**src/rtl/fft_out_reorder_if.sv**
```systemverilog
// Sample bus for the FFT output reorder buffer: bit-reversed samples in,
// natural-order samples out.
interface fft_out_reorder_if #(
  parameter int DATA_W = 17,
  parameter int LOG2N  = 5
);
  logic                     valid_i;
  logic signed [DATA_W-1:0] data_in_r;
  logic signed [DATA_W-1:0] data_in_i;
  logic                     valid_o;
  logic                     sop_o;
  logic [LOG2N-1:0]         idx_o;
  logic signed [DATA_W-1:0] data_out_r;
  logic signed [DATA_W-1:0] data_out_i;

  modport master (
    output valid_i, data_in_r, data_in_i,
    input  valid_o, sop_o, idx_o, data_out_r, data_out_i
  );

  modport slave (
    input  valid_i, data_in_r, data_in_i,
    output valid_o, sop_o, idx_o, data_out_r, data_out_i
  );
endinterface

```
**src/rtl/fft_out_reorder.sv**
```systemverilog
// Ping-pong reorder buffer: stores each FFT frame at bit-reversed addresses
// and streams it back out in natural frequency order.
module fft_out_reorder #(
  parameter int DATA_W = 17,
  parameter int N      = 32,
  parameter int LOG2N  = 5
) (
  input logic              clk,
  input logic              rst,
  fft_out_reorder_if.slave bus
);

  typedef logic [2*DATA_W-1:0] word_t;

  word_t            mem [2*N];
  logic [LOG2N-1:0] wcnt;
  logic [LOG2N-1:0] rcnt;
  logic             wbank;
  logic             rbank;
  logic             read_active;
  logic             launch;
  logic [LOG2N:0]   waddr;
  logic [LOG2N:0]   raddr;
  word_t            rd_word;

  function automatic logic [LOG2N-1:0] bitrev(input logic [LOG2N-1:0] a);
    logic [LOG2N-1:0] r;
    for (int b = 0; b < LOG2N; b++) r[b] = a[LOG2N-1-b];
    return r;
  endfunction

  assign launch  = bus.valid_i && (wcnt == LOG2N'(N-1));
  assign waddr   = {wbank, bitrev(wcnt)};
  assign raddr   = {rbank, rcnt};
  assign rd_word = mem[raddr];

  // RAM contents survive reset; only the pointers are cleared.
  always_ff @(posedge clk) begin
    if (!rst && bus.valid_i) mem[waddr] <= {bus.data_in_r, bus.data_in_i};
  end

  // A launch outranks the end of the current read so frames chain without a bubble.
  always_ff @(posedge clk) begin
    if (rst) begin
      wcnt        <= '0;
      wbank       <= 1'b0;
      rcnt        <= '0;
      rbank       <= 1'b0;
      read_active <= 1'b0;
    end else begin
      if (bus.valid_i) begin
        wcnt <= wcnt + LOG2N'(1);
        if (launch) wbank <= ~wbank;
      end
      if (launch) begin
        rbank       <= wbank;
        rcnt        <= '0;
        read_active <= 1'b1;
      end else if (read_active) begin
        rcnt <= rcnt + LOG2N'(1);
        if (rcnt == LOG2N'(N-1)) read_active <= 1'b0;
      end
    end
  end

  always_ff @(posedge clk) begin
    if (rst) begin
      bus.valid_o    <= 1'b0;
      bus.sop_o      <= 1'b0;
      bus.idx_o      <= '0;
      bus.data_out_r <= '0;
      bus.data_out_i <= '0;
    end else if (read_active) begin
      bus.valid_o    <= 1'b1;
      bus.sop_o      <= (rcnt == '0);
      bus.idx_o      <= rcnt;
      bus.data_out_r <= rd_word[2*DATA_W-1:DATA_W];
      bus.data_out_i <= rd_word[DATA_W-1:0];
    end else begin
      bus.valid_o <= 1'b0;
      bus.sop_o   <= 1'b0;
    end
  end

endmodule
```
**src/flat_wrapper.sv**
```systemverilog
// flat-port wrapper written by rule: the top's interface ports become plain ports
module fft_out_reorder_flat 
#(
  parameter int DATA_W = 17,
  parameter int N      = 32,
  parameter int LOG2N  = 5
)
  (clk, rst, bus_valid_i, bus_data_in_r, bus_data_in_i, bus_valid_o, bus_sop_o, bus_idx_o, bus_data_out_r, bus_data_out_i);
  fft_out_reorder_if #(.DATA_W(DATA_W), .LOG2N(LOG2N)) bus_i ();
  input logic clk;
  input logic rst;
  input wire logic [$bits(bus_i.valid_i)-1:0] bus_valid_i;
  input wire logic [$bits(bus_i.data_in_r)-1:0] bus_data_in_r;
  input wire logic [$bits(bus_i.data_in_i)-1:0] bus_data_in_i;
  output wire logic [$bits(bus_i.valid_o)-1:0] bus_valid_o;
  output wire logic [$bits(bus_i.sop_o)-1:0] bus_sop_o;
  output wire logic [$bits(bus_i.idx_o)-1:0] bus_idx_o;
  output wire logic [$bits(bus_i.data_out_r)-1:0] bus_data_out_r;
  output wire logic [$bits(bus_i.data_out_i)-1:0] bus_data_out_i;
  assign bus_i.valid_i = bus_valid_i;
  assign bus_i.data_in_r = bus_data_in_r;
  assign bus_i.data_in_i = bus_data_in_i;
  assign bus_valid_o = bus_i.valid_o;
  assign bus_sop_o = bus_i.sop_o;
  assign bus_idx_o = bus_i.idx_o;
  assign bus_data_out_r = bus_i.data_out_r;
  assign bus_data_out_i = bus_i.data_out_i;
  fft_out_reorder #(.DATA_W(DATA_W), .N(N), .LOG2N(LOG2N)) u_core (.clk(clk), .rst(rst), .bus(bus_i));
endmodule
```
**config.mk**
```make
export PLATFORM = sky130hd
export DESIGN_NAME = fft_out_reorder_flat
export DESIGN_NICKNAME = d
export VERILOG_FILES = /design/src/rtl/fft_out_reorder_if.sv /design/src/rtl/fft_out_reorder.sv /design/src/flat_wrapper.sv
export SDC_FILE = /design/constraint.sdc
export NUM_CORES = 2
export LEC_CHECK = 0
export BUFFER_PORTS_ARGS = -buffer_cell sky130_fd_sc_hd__buf_2
export CAP_MARGIN = 0
export CORE_MARGIN = 2
export CORE_UTILIZATION = 30
export CTS_BUF_LIST = sky130_fd_sc_hd__clkbuf_16
export DETAILED_ROUTE_END_ITERATION = 16
export PLACE_DENSITY = 0.51
export SLEW_MARGIN = 0
export SYNTH_ARGS = -nofsm -noshare
export SYNTH_HDL_FRONTEND = slang
export SYNTH_SLANG_ARGS = --single-unit
```
**constraint.sdc**
```tcl
create_clock -name clk -period 4.85 [get_ports clk]
set_input_delay 0.2425 -clock clk [delete_from_list [all_inputs] [get_ports clk]]
set_output_delay 0.2425 -clock clk [all_outputs]
set_load 0.02 [all_outputs]
```
==> summary.md <==
| Metric | Value |
|---|---|
| DP HPWL | 147 mm |
| Total Wirelength | 249 mm |
| Compound-Gate Fraction of Synth Area | 0.0309 |
| Vias in the first global route | 42100 |
| Max-slew violations | 0 |
| Largest net degree at the start of global routing | 86 |
| Clock power share | 0.443 |
| Post-synthesis async set-or-reset flop share | 0 |
| GPL Wtd Cong | just under 0.8 |
| Reg2reg setup slack | 1.32 ns |
| CP max stage delay | 0.90 ns |
| Post-synthesis average cell area | around 22 sq um |
| Antenna Violating Nets Remaining | 0 |
| Post-synthesis to final-layout area growth | 16.2% |
| Multiplexer share of the synthesized area | 0.149 |
| Max Cap Violations | 0 |
| Setup TNS | 0 ns |
| H-tree lvl count | 4 |
| Max Clock Skew | 0.0603 ns |
| WP buf/inv | 2 |
| Die Ht | 536 um |
| Top FF cell, synth | edfxtp_1 |
| Port Buffers | 77 |
| Cts repair resizes | 0 |
| Reg-to-reg endpoint | u_core.bus.data_out_r[3] |
| Req. time, crit path | roughly 5.6 ns |
| Final hold vios | 0 |
| CP Launch Type | register |
| Max VDD drop | 299 uV |
| Simple-gate area share of the yosys netlist | 0.0215 |
| Cells after Synth | approximately 3800 |
| Worst-case reg-to-reg path depth | 7 |
| Antenna violations before repair | 21 |
| P_sw | 7.83 mW |
| Crit path to | u_core.bus.data_out_r[3] |
| Sequential power share | 0.546 |
| Family with the most delay on the worst path | flip-flops |
| CP Cell Sequence | buf_12 > buf_4 > mux4_2 > mux2i_1 > o32ai_1 > nor3_1 > nand2_1 |
| Clock Tree Root | clkbuf_16 |
| NumNets Final | around 4200 |
| Filler cell count | around 26000 |
| Slowest-stage cell, CP | dfxtp_4 |
| Yosys cell types | between 60 and 70 |
| Clock Latency Late Sink | around 0.90 ns |
| Share of cells above drive strength 1 | 0.277 |
| Synth Register Bits | 2230 |
| WP depth | 7 |
| DRC viols | 0 |
| First-pass GRT wire length | 344 mm |
| Pint | about 31 mW |
| DRT Pass-1 Iters | 5 |
| Core area | 282000 sq um |
| Multi-input gate area | 17700 sq um |
| Row cnt | between 150 and 200 |
| Final setup viols | 0 |
| Initial Util | 0.301 |
| Max Fclk | 284 MHz |
| Vias per cell | 5.22 |
| Slew @ Worst Pin | around 1.3 ns |
| WS Path Type | register to register |
| Slew HR | 0.157 |
| Power per standard cell area | around 400 nW/um^2 |
| Vias | 42000 |
| Seq/Total Area, Yosys | 0.783 |
| Largest family of logic cells by synthesized area | multiplexers |
| Die Width | 536 um |
| Storage element area | roughly 66000 sq um |
| DR iter-0 viols | 4747 |
| FF-to-FF Start | u_core.rcnt[1] |
| Final Cycle Share | 0.727 |
| RSZ-0062 raised after global routing | false |
| Post-synth EDFFs | 2176 |
| Synth area leader | edfxtp_1 |
| Hold path startpoint | bus_data_in_r[9] |
| Crit path DAT | ~4.3 ns |
| WL/cell | 30.9 um |
| CTS buffer count | 226 |
| Endpoint class of the critical path | register |
| Total global-route track usage | 0.171 |
| Minimum clock period | 3.53 ns |
| Mapped Nets | 3880 |
| Hold WS | ~0.032 ns |
| Switching part of the total power | 0.202 |
| HP Class | input port to register |
| Post-Synth XOR/XNOR Area | 0.000723 |
| Die ar. | approximately 290000 sq um |
| TritonCTS clock tree | yes |
| Yosys warns | 0 |
| Post-synth top area share | 0.770 |
| Most common cell in the synthesized netlist | edfxtp_1 |
| Post-Synth Adder-Cell Area | 0.000738 |
| Pleak | 29.7 nW |
| I/O pin count | 78 |
| Synth area leaders | edfxtp_1 77%, mux4_2 13%, dfxtp_1 1.3% |
| GRT Residual Overflow | 0 |
| Synth cell count leaders | 2176 x edfxtp_1, 491 x mux4_2, 116 x a22oi_1 |
| Final core utilization | 0.350 |
| CTS Buffer Depth | 4 |
| Sinks on the clock net | ~2200 |
| Status | finished clean |
| Crit path max fanout | 43 |
| Power share of the combinational group | 0.012 |
| Area of the mapped netlist | 84800 sq um |
| Clock Pin Slew Worst Setup and Hold Paths | 0.06 ns |
| CP Launch Point | u_core.rcnt[1] |
how the worst min path moves through the flow:
| stage | endpoint | slack, ns | cells past startpoint |
|---|---|---|---|
| finish | u_core.mem[63][26] | 0.03 | 2 |
| global route | u_core.mem[17][19] | 0.04 | 2 |
| CTS | u_core.mem[17][19] | 0.005 | 2 |
| detailed placement | u_core.bus.idx_o[4] | 0.48 | 2 |
| global placement | u_core.bus.idx_o[4] | 0.47 | 2 |
| floorplan | u_core.mem[0][0] | 0.34 | 0 |
cells by family (layout without fill, tap and decap cells):
family / after synthesis / count (layout)
flops: 2230 / 2230
other cells: 0 / 2
fa+ha+maj: 5 / 5
mux: 629 / 629
xor+xnor: 7 / 7
compound gates: 373 / 373
simple gates: 369 / 369
buf+inv: 225 / 691
layer usage:
metal	wire, um	up-vias	track usage
met3	14100	318	0.0220
met5	11	-	0
met2	121000	1554	0.280
li1	-	16900	-
met4	5520	2	0.0402
met1	108000	23300	0.241
cell usage in the layout (no fill, tap or decap), types with 37 or more instances in the layout:
| cell type | n |
|---|---|
| clkinv_2 | 43 |
| clkbuf_16 | 228 |
| a21oi_1 | 85 |
| mux2i_1 | 107 |
| o22ai_1 | 37 |
| buf_4 | 145 |
| inv_1 | 43 |
| edfxtp_1 | 2176 |
| nor2_1 | 41 |
| mux4_2 | 491 |
| clkinv_1 | 59 |
| buf_12 | 48 |
| nand2_1 | 73 |
| a22oi_1 | 116 |
| nor2_4 | 64 |
| buf_2 | 77 |
| dfxtp_1 | 50 |
| nand3_1 | 67 |
repair_timing:
| action | 4_1_cts | 5_1_grt |
|---|---|---|
| setup buffers | 0 | 0 |
| endpoints found under the hold margin | 32 | 0 |
| hold buffers | 6 | 0 |
layout make-up:
type | instances | share of cell area
well taps | 3743 | 0.0475
multi-input cells | 1383 | 0.180
flip-flops and latches | 2230 | 0.674
clock inverters | 183 | 0.0153
diodes | 2 | 0.0000508
clock buffers | 228 | 0.0579
inverters | 4 | 0.000152
repair buffers | 276 | 0.0253
state kept, by name, summed over array words and instances (netlist names), 5 cells and up:
register               cells
u_core.mem              2176
u_core.wcnt                5
u_core.bus.data_out_r     17
u_core.bus.data_out_i     17
u_core.bus.idx_o           5
u_core.rcnt                5
worst reg2reg max path, stage by stage, from the launching register on:
cell and delay [ns]:
dfxtp_4 0.90, buf_12 0.38, buf_4 0.41, mux4_2 0.53
mux2i_1 0.28, o32ai_1 0.15, nor3_1 0.61, nand2_1 0.12
stage by stage:
step	power [mW]	cells	area (sq um)	setup slack, ns
after CTS	39.1	8047	98600	1.15
after global placement	22.0	7630	91300	1.17
after global routing	39.9	8048	98600	1.11
after floorplan	21.7	3838	84800	0.942
final	38.8	8049	98600	1.32
after detailed placement	22.0	7630	91300	1.14
power by group through the flow:
stage                     logic, mW  registers [mW]  clock network, mW
after global routing          0.489            21.2               18.2
after floorplan              0.0774            21.6                  0
final                         0.450            21.2               17.2
after global placement        0.434            21.6                  0
after detailed placement      0.456            21.6                  0
after CTS                     0.460            21.2               17.5
(Power assumes the default switching activity.)
